**src/rtl/sd_otf_converter_pkg.sv**
```systemverilog
// Shared online-arithmetic definitions: signed-digit rail encoding used by the
// serial adders and by the on-the-fly converter.
package sd_otf_converter_pkg;

  localparam int SD_W = 2;

  // Rail pair {p, n}; both 00 and 11 carry the value zero.
  typedef enum logic [SD_W-1:0] {
    SD_ZERO     = 2'b00,
    SD_NEG      = 2'b01,
    SD_POS      = 2'b10,
    SD_ZERO_ALT = 2'b11
  } sd_digit_e;

  function automatic sd_digit_e sd_decode(input logic p, input logic n);
    return sd_digit_e'({p, n});
  endfunction

endpackage

```
**src/rtl/sd_otf_step.sv**
```systemverilog
// One radix-2 on-the-fly conversion step: next Q/QM from the current pair and
// one signed digit. Purely combinational.
module sd_otf_step
  import sd_otf_converter_pkg::*;
#(
  parameter int W = 9
) (
  input  logic [W-1:0] q,
  input  logic [W-1:0] qm,
  input  logic         dinp,
  input  logic         dinn,
  output logic [W-1:0] q_nxt,
  output logic [W-1:0] qm_nxt
);

  // Select shifted source and appended bit according to the digit value.
  always_comb begin
    q_nxt  = {q[W-2:0], 1'b0};
    qm_nxt = {qm[W-2:0], 1'b1};
    case (sd_decode(dinp, dinn))
      SD_POS: begin
        q_nxt  = {q[W-2:0], 1'b1};
        qm_nxt = {q[W-2:0], 1'b0};
      end
      SD_NEG: begin
        q_nxt  = {qm[W-2:0], 1'b1};
        qm_nxt = {qm[W-2:0], 1'b0};
      end
      SD_ZERO, SD_ZERO_ALT: begin
        q_nxt  = {q[W-2:0], 1'b0};
        qm_nxt = {qm[W-2:0], 1'b1};
      end
      default: begin
        q_nxt  = {q[W-2:0], 1'b0};
        qm_nxt = {qm[W-2:0], 1'b1};
      end
    endcase
  end

endmodule

```
**src/rtl/sd_otf_converter.sv**
```systemverilog
// Serial MSD-first signed-digit stream to two's-complement word converter with
// a valid/ready result register and resync on din_first.
module sd_otf_converter
  import sd_otf_converter_pkg::*;
#(
  parameter int N = 8
) (
  input  logic         clk,
  input  logic         rst_n,
  input  logic         din_valid,
  output logic         din_ready,
  input  logic         din_first,
  input  logic         dinp,
  input  logic         dinn,
  output logic [N:0]   dout,
  output logic         dout_valid,
  input  logic         dout_ready,
  output logic         frame_err
);

  localparam int W     = N + 1;
  localparam int CNT_W = (N > 1) ? $clog2(N) : 1;
  localparam logic [CNT_W-1:0] CNT_LAST = CNT_W'(N - 1);
  localparam logic [CNT_W-1:0] CNT_ZERO = {CNT_W{1'b0}};
  localparam logic [CNT_W-1:0] CNT_ONE  = CNT_W'(1);

  logic [W-1:0]     q_q, q_d, qm_q, qm_d;
  logic [CNT_W-1:0] cnt_q, cnt_d;
  logic [W-1:0]     dout_q, dout_d;
  logic             dout_valid_q, dout_valid_d;
  logic             frame_err_q, frame_err_d;

  logic [W-1:0] op_q_s, op_qm_s, step_q_s, step_qm_s;
  logic         last_s, xfer_s, resync_s, start_s, complete_s;

  assign last_s    = (cnt_q == CNT_LAST);
  assign din_ready = !(dout_valid_q && !dout_ready && last_s);
  assign xfer_s    = din_valid && din_ready;
  assign resync_s  = xfer_s && din_first && (cnt_q != CNT_ZERO);
  assign start_s   = (cnt_q == CNT_ZERO) || resync_s;
  // A resync digit becomes digit 1, so it only completes when N is 1.
  assign complete_s = xfer_s && (resync_s ? (N == 1) : last_s);

  assign op_q_s  = start_s ? {W{1'b0}} : q_q;
  assign op_qm_s = start_s ? {W{1'b1}} : qm_q;

  sd_otf_step #(.W(W)) u_step (
    .q      (op_q_s),
    .qm     (op_qm_s),
    .dinp   (dinp),
    .dinn   (dinn),
    .q_nxt  (step_q_s),
    .qm_nxt (step_qm_s)
  );

  // Next-state for the conversion pair, digit counter and result register.
  always_comb begin
    q_d          = q_q;
    qm_d         = qm_q;
    cnt_d        = cnt_q;
    dout_d       = dout_q;
    dout_valid_d = dout_valid_q;
    frame_err_d  = resync_s;

    if (xfer_s) begin
      q_d  = step_q_s;
      qm_d = step_qm_s;
      if (resync_s) begin
        cnt_d = (N == 1) ? CNT_ZERO : CNT_ONE;
      end else if (last_s) begin
        cnt_d = CNT_ZERO;
      end else begin
        cnt_d = cnt_q + CNT_ONE;
      end
    end else begin
      cnt_d = cnt_q;
    end

    if (complete_s) begin
      dout_d       = step_q_s;
      dout_valid_d = 1'b1;
    end else if (dout_valid_q && dout_ready) begin
      dout_valid_d = 1'b0;
    end else begin
      dout_valid_d = dout_valid_q;
    end
  end

  // State registers.
  always_ff @(posedge clk or negedge rst_n) begin
    if (!rst_n) begin
      q_q          <= {W{1'b0}};
      qm_q         <= {W{1'b1}};
      cnt_q        <= CNT_ZERO;
      dout_q       <= {W{1'b0}};
      dout_valid_q <= 1'b0;
      frame_err_q  <= 1'b0;
    end else begin
      q_q          <= q_d;
      qm_q         <= qm_d;
      cnt_q        <= cnt_d;
      dout_q       <= dout_d;
      dout_valid_q <= dout_valid_d;
      frame_err_q  <= frame_err_d;
    end
  end

  assign dout       = dout_q;
  assign dout_valid = dout_valid_q;
  assign frame_err  = frame_err_q;

endmodule

```
**config.mk**
```make
export PLATFORM = sky130hd
export DESIGN_NAME = sd_otf_converter
export DESIGN_NICKNAME = d
export VERILOG_FILES = /design/src/rtl/sd_otf_converter_pkg.sv /design/src/rtl/sd_otf_step.sv /design/src/rtl/sd_otf_converter.sv
export SDC_FILE = /design/constraint.sdc
export NUM_CORES = 1
export LEC_CHECK = 0
export CAP_MARGIN = 20
export CELL_PAD_IN_SITES_DETAIL_PLACEMENT = 0
export CELL_PAD_IN_SITES_GLOBAL_PLACEMENT = 1
export CORE_MARGIN = 2
export CORE_UTILIZATION = 28
export CTS_BUF_LIST = sky130_fd_sc_hd__clkbuf_4
export CTS_CLUSTER_SIZE = 12
export DETAILED_ROUTE_END_ITERATION = 8
export PLACE_DENSITY_LB_ADDON = 0.05
export SLEW_MARGIN = 30
export SYNTH_ARGS = -nofsm -noshare
export SYNTH_HDL_FRONTEND = slang
export SYNTH_HIERARCHICAL = 1
export SYNTH_SLANG_ARGS = --single-unit
```
**constraint.sdc**
```tcl
create_clock -name clk -period 2.1 [get_ports clk]
set_clock_uncertainty 0.1 [all_clocks]
set_input_delay 0.63 -clock clk [delete_from_list [all_inputs] [get_ports clk]]
set_output_delay 0.63 -clock clk [all_outputs]
set_load 0.02 [all_outputs]
```
### After elaboration in Yosys (flattened, before gate mapping)

Cells that the tools add are included.

* bits of input ports: 7
* flip-flop bits (word level): 30
* output and inout bits: 12
* word-level logic and storage cells: 35

* equal/unequal tests: 4
* multiplexer cells: 9
* reduce and logical (&&, ||, !) cells: 15
* add/subtract/negate cells: 1

Operators by type and width (number)
* case mux 9 bit (3 select lines): 1
* case mux 8 bit (3 select lines): 1
* 2-to-1 mux 8 bit: 2
* logical AND 1 bit: 7
* 2-to-1 mux 3 bit: 2
* equality test 2 bit (second input constant): 2
* adder 3 x 1 -> 3 bit (second input constant): 1
* equality test 3 bit (second input constant): 1
* logical NOT 3 bit: 1
* 2-to-1 mux 1 bit: 3
* nonzero test 3 bit: 1
* equality test 2 x 1 -> 1 bit (second input constant): 1
* logical NOT 1 bit: 2
* logical NOT 2 bit: 1
* nonzero test 2 bit: 1
* OR reduction 2 bit: 1
* logical OR 1 bit: 1

### Logic depth before layout (Yosys ltp)

Gate-level depths: netlist of the first run.

* word-level depth: 10
* mapped depth: 9
* gate-level depth less buffers: 8

### Cells and area by module

Netlist of the first run, hierarchy kept.

Modules (own cells, without submodules)
* sd_otf_converter: area an instance 1465.2 um2, cells an instance 104, instances 1, seq. area each 812.0 um2
* sd_otf_step: area an instance 250.2 um2, cells an instance 42, instances 1, seq. area each 0.0 um2

### Worst setup path after synthesis of the first run

Ideal clock, no wire load.

* path type: register -> register
* start: register cnt_q[0]
* end: register dout_q[6] (netlist: dout[6])
* period minus slack after synthesis: 2246 ps
* cell stages (with the launch flop): 9
* data arrival time: 2022 ps
* path slack: -146 ps
* library setup time: 125 ps
* path through: dfrtp_1 > ha_1 > ha_1 > nand3b_4 > a32oi_4 > clkbuf_1 > nand2b_1 > a22o_1 > mux2_2

* word-level cells in the longest chain between the ends: 9
* elaborated cells between the ends (all ways): 14
* classes of those cells: 1 x eq/ne; 4 x mux; 9 x reduce/logical

RTL lines
* start: declaration: RTL line sd_otf_converter.sv:28 `logic [CNT_W-1:0] cnt_q, cnt_d;`
* start signal: assignment: RTL line sd_otf_converter.sv:101 `cnt_q <= cnt_d;`
* equality test 3 bit: RTL line sd_otf_converter.sv:36 `assign last_s = (cnt_q == CNT_LAST);`
* logical AND 1 bit: RTL line sd_otf_converter.sv:37 `assign din_ready = !(dout_valid_q && !dout_ready && last_s);`
* logical NOT 1 bit: RTL line sd_otf_converter.sv:37
* net din_ready: RTL line sd_otf_converter.sv:11 `output logic din_ready,`
* logical AND 1 bit: RTL line sd_otf_converter.sv:38 `assign xfer_s = din_valid && din_ready;`
* logical AND 1 bit (2 in series): RTL line sd_otf_converter.sv:39 `assign resync_s = xfer_s && din_first && (cnt_q != CNT_ZERO);`
* logical OR 1 bit: RTL line sd_otf_converter.sv:40 `assign start_s = (cnt_q == CNT_ZERO) || resync_s;`
* 2-to-1 mux 8 bit: RTL line sd_otf_converter.sv:45 `assign op_qm_s = start_s ? {W{1'b1}} : qm_q;`
* net op_qm_s[5]: RTL line sd_otf_converter.sv:33 `logic [W-1:0] op_q_s, op_qm_s, step_q_s, step_qm_s;`
* case mux 9 bit (3 select lines): RTL line sd_otf_step.sv:20 `case (sd_decode(dinp, dinn))`
* net step_q_s[6]: RTL line sd_otf_converter.sv:33
* end signal: assignment: RTL line sd_otf_converter.sv:95 `dout_q <= {W{1'b0}};`
* end signal: assignment: RTL line sd_otf_converter.sv:102 `dout_q <= dout_d;`
* end: declaration: RTL line sd_otf_converter.sv:29 `logic [W-1:0] dout_q, dout_d;`

The timed path passes the listed nets, and every way through them passes these cells.
A chain may end at the register's enable or synchronous reset.

### Final worst setup path of the first run

* start: input port dinp
* end: register dout_q[4] (netlist: dout[4])

* word-level cells in the longest chain between the ends: 3
* elaborated cells between the ends (all ways): 6
* classes of those cells: 3 x eq/ne; 1 x mux; 2 x reduce/logical

RTL lines
* start: declaration: RTL line sd_otf_converter.sv:13 `input logic dinp,`
* equality test 2 bit / logical NOT 2 bit (equally long branches): RTL line sd_otf_step.sv:20
* OR reduction 2 bit: RTL line sd_otf_step.sv:20
* case mux 9 bit (3 select lines) (*): RTL line sd_otf_step.sv:20
* net step_q_s[4]: RTL line sd_otf_converter.sv:33

The timed path passes the listed nets; every way through them passes the cells marked *.

==> impl_summary.md, run 1 <==
Worst setup path
The worst setup path startpoint is dinp. Data arrives at the worst endpoint at around 2.2 ns. At the worst endpoint, the required time is 2.22 ns.

Measured in cells, the most critical reg-to-reg path has a length of 9. The critical path is of the in2reg type. The worst reg2reg path startpoint is cnt_q[0]$_DFFE_PN0P_.

STA classifies the critical path startpoint as an input port. STA classifies the critical path endpoint as a flip-flop. Of all nets on the critical path, the largest fanout is 8.

Final layout
Summing all flip-flop and latch instances after layout gives 761 um2. The post-route core utilization is 39.0%. The number of inserted filler cells in the final layout is 576. The count of placed standard cells in the final layout, fillers left out is 249. The number of antenna diodes is 0. The layout overhead on the synthesized area is 34.0%. The final layout contains between 150 and 200 nets. The multi-input combinational cells in the finished layout cover a total of around 860 um2. The proportion of layout cells with a drive suffix above 1 is a little over two fifths.

Logic synthesis
In this run the cell area of the synthesized design comes to 1610 um2. Yosys printed 6 warnings. The number of nets handed over by synthesis was approximately 150.

The instance count of the mapped netlist is 137. The mean area per synthesized cell is ~12 um2.

GRT
The number of antenna violations at the first check in global routing is 0. The via count of the first global-routing pass is between 1000 and 1500. The overall routing resource usage is between 10% and 20%.

Summed over all layers, the global routing overflow is 0. The largest net degree at the start of global routing is 31. The first global-routing pass estimated approximately 6.4 mm of wire.

Placement
The routability congestion estimate is 0.713. The count of placed standard cells including taps is ~240. The number of port buffers is 18. The half-perimeter wire length of the detailed placement result is 2.45 mm.

Clock tree
TritonCTS built the clock tree. The later pin in the worst-skew pair is clocked with a latency of between 0.3 and 0.4 ns. The clock net in this run drives a total of 30 sinks. The H-tree was split into 2 levels. In this run the clock root is driven by a clkbuf_4. The number of buffers created by CTS is 5. The maximum buffer depth of the clock tree is 2.

Clock-pin slew was measured on the worst setup and hold paths at about 0.090 ns.

Die
The y dimension of the die is 79.9 um. During I/O placement, the number of pins put on the boundary was 19. The site row count is 27. For this configuration, the core starts out at a cell density of approximately 30%. The floorplan step set the die width to 79.9 um. The overall die area is 6390 um2. The standard cell core area is about 5500 um2.

Timing
The hold violation count in the final report was 0. The total negative slack is -0.0903 ns. Setup slack on the critical path of the routed design comes to -0.0203 ns. The transition time of the tightest slew-check pin is around 0.31 ns. For the finished layout, the period the worst path requires is roughly 2.1 ns. Setup repair after global routing could not meet its margin everywhere. Of the available clock period, the critical path in the final layout requires 101%. The worst slew slack as a fraction of its limit is between 70% and 80%. The count of final max-slew check failures was 0. The final setup violation count is 7. The upper clock frequency limit is 472 MHz.

Detailed routing
The number of remaining DRC errors is 0. The aggregate routed wire length is 3.66 mm. The number of nets with antenna violations after routing is 0.

The detailed router placed 1166 vias in this run. For this run, the detailed router's first-pass iteration total came to 4. For this block, the initial DRC count from the detailed router was between 60 and 70. Dividing the detail-routed wire length by the instance count gives between 10 and 15 um.

Using the TritonRoute via totals, the vias-per-cell ratio works out to between 4 and 5.

Pwr
VDD sags by at most ~370 uV. The total power is around 2.4 mW. In this run the static leakage power is ~1 nW. The power density over the cells is 1100 nW/um2.

Worst hold path
The worst min-delay path category is reg2reg. The worst hold path begins at q_q[1]$_DFFE_PN0P_. Counting instances, the worst hold path has a depth of 1.

Flow run
Across the run, the number of max-cap violations was 0.

Status
The final reports fail on negative setup slack. The flow ran to the end, but the final reports show violations.
==> report_power, final <==
part	total, mW	internal (mW)	switching (mW)	leakage [nW]
Clock	0.346	0.139	0.208	0.0331
Combinational	1.13	0.627	0.504	0.600
Sequential	0.912	0.811	0.101	0.375
Total	2.39	1.58	0.813	1.01
==> cells in the final DEF (no fill, tap or decap), drive strengths merged, types with 3 or more instances in the layout <==
cell	n
inv	7
mux2	25
dfrtp	22
or2b	3
buf	21
dfstp	8
nand2b	6
a22o	8
clkdlybuf4s50	15
clkbuf	6
o21ai	14
nand2	10
ha	5
and2	8
==> registers in the layout, indices dropped and copies added, names as in the netlist <==
name and count:
qm_q 8, q_q 8, cnt_q 3, frame_err 1
dout 9, dout_valid 1
==> per-stage QoR <==
| stage | hold WS [ns] | cell area, um2 | worst slack (ns) |
|---|---|---|---|
| 6_report | 0.404 | 2160 | -0.0203 |
| 5_1_grt | 0.432 | 2160 | -0.0913 |
| 4_1_cts | 0.410 | 2130 | -0.0714 |
| 3_5_place_dp | 0.387 | 2020 | -0.512 |
| 3_3_place_gp | 0.386 | 2020 | -0.525 |
| 2_1_floorplan | 0.234 | 1620 | 0.00728 |
==> path summary, 6_finish.rpt <==
check	end	slack, ns
setup / recovery	dout[4]$_DFFE_PN0P_	-0.02
hold / removal	q_q[1]$_DFFE_PN0P_	0.40
setup reg to reg	dout[7]$_DFFE_PN0P_	-0.01
hold reg to reg	q_q[1]$_DFFE_PN0P_	0.40
max in group asynchronous	qm_q[5]$_DFFE_PN1P_	1.10
min in group asynchronous	dout_valid$_DFFE_PN0P_	0.54
==> worst max-delay path, stage by stage <==
cell,delay [ns]
clkdlybuf4s50_1,0.48
inv_1,0.05
ha_1,0.30
or2_4,0.29
a22o_1,0.22
mux2_4,0.26
==> layer usage <==
| metal | share of wire (%) | vias up | wire, um | track usage [%] |
|---|---|---|---|---|
| met5 | 0 | - | 0 | 0 |
| met1 | 51 | 584 | 1880 | 19.0 |
| met4 | 1.8 | 0 | 65 | 5.59 |
| li1 | - | 554 | - | - |
| met3 | 3.5 | 8 | 130 | 3.17 |
| met2 | 43 | 20 | 1580 | 19.3 |
==> cell type report <==
class	count	share of cell area, %
Timing Repair Buffer	38	17.1
Multi-Input combinational cell	94	39.9
Tap cell	72	4.16
Clock buffer	6	2.08
Clock inverter	2	0.405
Sequential cell	30	35.2
Inverter	7	1.21
==> repair_timing <==
item                                    4_1_cts  5_1_grt
endpoints found under the setup margin       17       21
hold buffers                                  0        0
hold endpoints to repair                      0        0
buffers inserted                              1        0
gates cloned                                  1        0
pin swaps                                     5        4
gates resized for setup                      16        9
Note: power is estimated with default switching activity, not from simulation.
==> run 2: changes to the inputs <==
- ABC_AREA: default -> 0
- HOLD_SLACK_MARGIN: default -> 0.08
- TNS_END_PERCENT: default -> 10
==> impl_summary.md, run 2 (synthesized netlist as in run 1, its figures left out) <==
Placement
The post-detailed-placement cell area is 2020 um2 (unchanged). The worst setup timing slack at the placement stage was -0.512 ns (unchanged). The count of placed standard cells including taps is 239 (unchanged). The half-perimeter wire length of the detailed placement result is 2.45 mm (unchanged). The routability congestion estimate is 0.713 (unchanged). The number of port buffers is 18 (unchanged).

Pwr
The power density over the cells is 1080 nW/um2 (was 1100 nW/um2). The share of total power in sequential cells is 40.2% (was 38.2%). The static leakage power is 0.973 nW (was 1.01 nW). The switching power of the nets is 0.763 mW (was 0.813 mW). The design internal power is 1.48 mW (was 1.58 mW).

The peak ir drop on the vdd network is 391 uV (was 374 uV). The combinational power share is 44.4% (was 47.3%). The total power is 2.24 mW (was 2.39 mW). The clock network fraction of design power is 15.4% (was 14.5%).

The net switching fraction of the power is 34.0% (about the same).

Clock tree
The clock-pin slew on the worst setup and hold paths was 0.09 ns (about the same). The cell at the root of the clock tree is clkbuf_4 (unchanged). The total setup buffers inserted after CTS is 0 (was 1).

The clock latency reported for the late side of the worst-skew pair came to 0.34 ns (about the same). The number of buffers created by CTS is 5 (unchanged). The total number of clock tree sinks is 30 (unchanged). The number of H-tree branching levels came to 2 (unchanged). The number of hold buffers added after cts was 0 (unchanged). The maximum buffer depth of the clock tree is 2 (unchanged). The clock tree from TritonCTS is built (unchanged).

Die
The effective utilization at floorplan is 29.1% (unchanged). The standard cell core area is 5540 um2 (unchanged). The y dimension of the die was 79.9 um (unchanged). The I/O pin total came to 19 (unchanged). The die span in x came to 79.9 um (unchanged). The site row count was 27 (unchanged).

The overall die area is 6390 um2 (unchanged).

Timing
The minimum setup slack in the final design came to -0.0390 ns (was -0.0203 ns). The hold violation count in the final report is 0 (unchanged). The transition time of the tightest slew-check pin is 0.291 ns (was 0.309 ns).

The total negative slack is -0.119 ns (was -0.0903 ns). The worst hold margin is 0.404 ns (about the same). The share of the clock period used by the worst path was 102% (was 101%). The count of final max-slew check failures is 0 (unchanged). The post-route minimum period is 2.14 ns (was 2.12 ns). Setup repair after global routing missed its margin: yes (unchanged). The worst slew slack as a fraction of its limit was 80.6% (was 79.4%). The upper clock frequency limit came to 468 MHz (was 472 MHz). The final setup violation count was 9 (was 7).

Detailed routing
The first-pass iteration count of the detailed router is 4 (unchanged). The number of remaining DRC errors is 0 (unchanged). The number of DRC markers after the initial detailed-route iteration came to 75 (was 67).

The via density per instance is 4.74 (was 4.68). The post-detailed-route wirelength per cell came to 14.3 um (was 14.7 um). The number of vias in the routed layout is 1170 (was 1166). The aggregate routed wire length is 3.54 mm (was 3.66 mm).

The number of nets with antenna violations after routing came to 0 (unchanged).

Worst setup path
The largest stage delay on the critical path came to 0.39 ns (was 0.48 ns). The class of the most critical setup path is reg2out (was in2reg). The kind of start point of the critical path is a flip-flop (was input port). The worst path buffer plus inverter count is 1 (was 2). The maximum fanout along the worst path came to 4 (was 8). The arrival time of data at the critical path endpoint was 1.41 ns (was 2.24 ns). The type of element capturing the critical path is a primary output (was flip-flop). List of cells traversed by the critical path: ha_1 -> ha_2 -> nand3b_4 -> buf_2 (was clkdlybuf4s50_1 -> inv_1 -> ha_1 -> or2_4 -> a22o_1 -> mux2_4). The critical path required time is 1.37 ns (was 2.22 ns).

The cell with the largest stage delay on the worst path is dfrtp_1 (was clkdlybuf4s50_1). The cell type group with the largest total delay on the critical path is adder cells (was buffers and inverters).

GRT
The overall routing resource usage is 12.9% (was 13.4%). The via count of the first global-routing pass is 1202 (was 1223). The remaining global-route overflow is 0 (unchanged). The largest net degree at the start of global routing is 31 (unchanged).

The number of antenna violations at the first check in global routing is 0 (unchanged). The first-pass GRT wire length is 6.18 mm (was 6.40 mm).

Final layout
The post-route cell area is 2080 um2 (was 2160 um2). The post-route core utilization was 37.5% (was 39.0%). Most frequent cells in the layout: mux2_2, dfrtp_1, clkdlybuf4s50_1 (was dfrtp_1, mux2_2, clkdlybuf4s50_1). The count of placed standard cells in the final layout, fillers left out was 247 (was 249). The layout overhead on the synthesized area is 28.7% (was 34.0%). The number of antenna diodes was 0 (unchanged).

The number of nets at the end of the flow is 186 (was 188). The flip-flop count of the largest register, all copies and words added is 9 (unchanged). The proportion of layout cells with a drive suffix above 1 was 37.7% (was 42.4%). The most common library cell in the layout ignoring fill and taps is mux2_2 (was dfrtp_1).

Flow run
The number of max-capacitance violations reported is 0 (unchanged).

Status
Failing checks: negative setup slack (unchanged). Run status: finished with violations (unchanged).

Worst hold path
The worst min-delay path category is reg2reg (unchanged).
## run 2: worst paths after layout
path | start | to | slack (ns) | depth (start not counted)
worst min register to register | q_q[1]$_DFFE_PN0P_ | q_q[1]$_DFFE_PN0P_ | 0.40 | 1
max in group asynchronous | rst_n | qm_q[1]$_DFFE_PN1P_ | 1.10 | 2
min in group asynchronous | rst_n | cnt_q[2]$_DFFE_PN0P_ | 0.54 | 2
worst min-delay path | q_q[1]$_DFFE_PN0P_ | q_q[1]$_DFFE_PN0P_ | 0.40 | 1
worst max-delay path | cnt_q[0]$_DFFE_PN0P_ | din_ready | -0.04 | 4
worst max register to register | cnt_q[0]$_DFFE_PN0P_ | dout[2]$_DFFE_PN0P_ | -0.02 | 7
## run 2: what timing repair did
item,CTS,global route
hold endpoints to repair,0,0
endpoints found under the setup margin,17,19
resized for setup,8,1
## run 2: power groups by stage
stage / clock, mW / combinational (mW) / sequential [mW]
after floorplan: 0 / 0.538 / 0.990
after global placement: 0 / 0.984 / 0.910
after detailed placement: 0 / 1.00 / 0.916
after CTS: 0.366 / 1.01 / 0.904
after global routing: 0.393 / 1.10 / 0.934
final: 0.346 / 0.998 / 0.901
## run 2: final cells by class
type	count	area (um2)
fill	574	3460
multi-input combinational	94	797
sequential	30	761
timing repair buffer	36	349
tap	72	90.1
clock buffer	6	45.0
inverter	7	26.3
clock inverter	2	8.76
## run 2: layer usage
metal | track usage [%] | up-vias | share of wire (%)
met5 | 0 | - | 0
met1 | 17.9 | 588 | 49
li1 | - | 554 | -
met4 | 5.59 | 0 | 1.8
met3 | 3.17 | 8 | 5.0
met2 | 19.0 | 20 | 44
==> run 3: changes to the inputs <==
- CTS_BUF_LIST: sky130_fd_sc_hd__clkbuf_4 -> sky130_fd_sc_hd__clkbuf_2 sky130_fd_sc_hd__clkbuf_4 sky130_fd_sc_hd__clkbuf_8
==> impl_summary.md, run 3 (synthesized netlist as in run 1, its figures left out) <==
Placement
The routability congestion estimate came to 0.713 (unchanged). The number of port buffers is 18 (unchanged). The half-perimeter wire length of the detailed placement result is 2.45 mm (unchanged).

Final layout
Most frequent cells in the layout: mux2_2, dfrtp_1, buf_4 (was mux2_2, dfrtp_1, clkdlybuf4s50_1). The flip-flop count of the largest register, all copies and words added is 9 (unchanged). The number of nets at the end of the flow is 187 (was 186). The layout overhead on the synthesized area was 33.7% (was 28.7%).

The number of inserted filler cells in the final layout is 571 (was 574). The most common library cell in the layout ignoring fill and taps is mux2_2 (unchanged). The number of antenna diodes came to 0 (unchanged).

The post-route core utilization is 39.0% (was 37.5%). The proportion of layout cells with a drive suffix above 1 is 40.3% (was 37.7%).

Flow run
The number of max-capacitance violations reported is 0 (unchanged).

GRT
The remaining global-route overflow was 0 (unchanged). The largest net degree at the start of global routing came to 31 (unchanged). The first-pass GRT wire length is 6.20 mm (was 6.18 mm).

The overall routing resource usage is 13.0% (was 12.9%). The number of antenna violations at the first check in global routing is 0 (unchanged). The via count of the first global-routing pass came to 1214 (was 1202).

Die
The overall die area is 6390 um2 (unchanged). The I/O pin total came to 19 (unchanged). The standard cell core area is 5540 um2 (unchanged). The die span in x was 79.9 um (unchanged).

The effective utilization at floorplan is 29.1% (unchanged). The y dimension of the die came to 79.9 um (unchanged). The site row count is 27 (unchanged).

Worst setup path
The critical path required time came to 1.37 ns (about the same). The type of element capturing the critical path is a primary output (unchanged). The worst reg2reg path startpoint is cnt_q[0]$_DFFE_PN0P_ (unchanged). The endpoint of the most critical register-to-register path is dout[2]$_DFFE_PN0P_ (unchanged).

The kind of start point of the critical path is a flip-flop (unchanged). The depth of the most critical reg-to-reg path was 7 (unchanged). The class of the most critical setup path is reg2out (unchanged). The arrival time of data at the critical path endpoint came to 1.38 ns (was 1.41 ns). The slack of the worst reg-to-reg path was 0.03 ns (was -0.02 ns). The maximum fanout along the worst path is 3 (was 4).

Timing
The minimum setup slack in the final design is -0.00923 ns (was -0.0390 ns). The share of the clock period used by the worst path is 100% (was 102%). The transition time of the tightest slew-check pin is 0.286 ns (was 0.291 ns).

The post-route minimum period is 2.11 ns (was 2.14 ns). The hold violation count in the final report came to 0 (unchanged). The count of final max-slew check failures is 0 (unchanged). The worst slew slack as a fraction of its limit is 81.0% (was 80.6%). The upper clock frequency limit is 474 MHz (was 468 MHz).

The final setup violation count came to 1 (was 9). Setup repair after global routing missed its margin: yes (unchanged).

Clock tree
The total number of clock tree sinks was 30 (unchanged). The cell at the root of the clock tree is clkbuf_8 (was clkbuf_4). The clock latency reported for the late side of the worst-skew pair is 0.28 ns (was 0.34 ns). The number of H-tree branching levels is 2 (unchanged).

The clock-pin slew on the worst setup and hold paths is 0.06 ns (was 0.09 ns). The clock tree from TritonCTS is built (unchanged). The number of buffers created by CTS was 5 (unchanged). The maximum buffer depth of the clock tree is 2 (unchanged).

Detailed routing
The via density per instance came to 4.65 (was 4.74). The number of remaining DRC errors is 0 (unchanged). The first-pass iteration count of the detailed router is 4 (unchanged). The post-detailed-route wirelength per cell came to 14.3 um (about the same). The number of nets with antenna violations after routing came to 0 (unchanged).

The number of DRC markers after the initial detailed-route iteration is 70 (was 75). The number of vias in the routed layout is 1153 (was 1170). The aggregate routed wire length is 3.56 mm (was 3.54 mm).

Worst hold path
The endpoint of the worst hold-timing path is q_q[1]$_DFFE_PN0P_ (unchanged). The worst min-delay path category is reg2reg (unchanged). The startpoint of the most critical hold path is q_q[1]$_DFFE_PN0P_ (unchanged). The cell count of the worst hold path came to 1 (unchanged).

Pwr
The peak ir drop on the vdd network is 393 uV (was 391 uV). The power density over the cells came to 1130 nW/um2 (was 1080 nW/um2). The static leakage power came to 1.02 nW (was 0.973 nW). The total power is 2.44 mW (was 2.24 mW).

Status
Failing checks: negative setup slack (unchanged). Run status: finished with violations (unchanged).
-- run 3: power breakdown --
group	total, mW	internal [mW]	switching [mW]
combinational	1.04	0.562	0.478
clock	0.492	0.277	0.215
sequential	0.909	0.812	0.0966
-- run 3: final cells by class --
| type | count | area [um2] | share of cell area (%) |
|---|---|---|---|
| clock buffer | 7 | 90.1 | 4.17 |
| clock inverter | 1 | 5.00 | 0.232 |
| tap | 72 | 90.1 | 4.17 |
| multi-input combinational | 94 | 828 | 38.4 |
| timing repair buffer | 37 | 358 | 16.6 |
| inverter | 7 | 26.3 | 1.22 |
| sequential | 30 | 761 | 35.2 |
-- run 3: critical path, stage by stage, from the launching register on --
cell	delay, ns
dfrtp_1	0.35
ha_2	0.20
ha_4	0.15
nand3b_4	0.10
buf_4	0.15
buf_4	0.15
-- run 3: metal layers --
metal	GRT usage [%]	part of all wire, %	vias up	wire (um)
met5	0	0	-	0
li1	-	-	553	-
met4	5.59	1.8	0	64
met1	17.7	49	575	1760
met3	3.17	3.4	8	121
met2	19.4	45	17	1610
-- run 3: worst max path at each step --
stage / from / slack, ns / to / depth (start not counted)
global route: cnt_q[0]$_DFFE_PN0P_ / -0.06 / din_ready / 5
detailed placement: dout_ready / -0.51 / din_ready / 3
floorplan: cnt_q[0]$_DFFE_PN0P_ / 0.007 / dout[6]$_DFFE_PN0P_ / 8
global placement: dout_ready / -0.52 / din_ready / 3
CTS: cnt_q[0]$_DFFE_PN0P_ / -0.07 / dout[2]$_DFFE_PN0P_ / 7
finish: cnt_q[0]$_DFFE_PN0P_ / -0.009 / din_ready / 5
-- run 3: timing repair --
| item | 4_1_cts | 5_1_grt |
|---|---|---|
| pin swaps | 6 | 3 |
| gates resized for setup | 14 | 4 |
| buffers inserted | 1 | 0 |
| endpoints found under the setup margin | 23 | 20 |
| hold buffers | 0 | 0 |
-- run 3: per-stage QoR --
step,std cells,hold WS (ns),setup WS (ns),cell area (um2),setup TNS [ns]
floorplan,137,0.234,0.00728,1620,0
global placement,239,0.386,-0.525,2020,-9.52
detailed placement,239,0.387,-0.512,2020,-9.77
CTS,248,0.402,-0.0666,2140,-0.359
global route,248,0.423,-0.0627,2160,-0.450
finish,248,0.397,-0.00923,2160,-0.00923
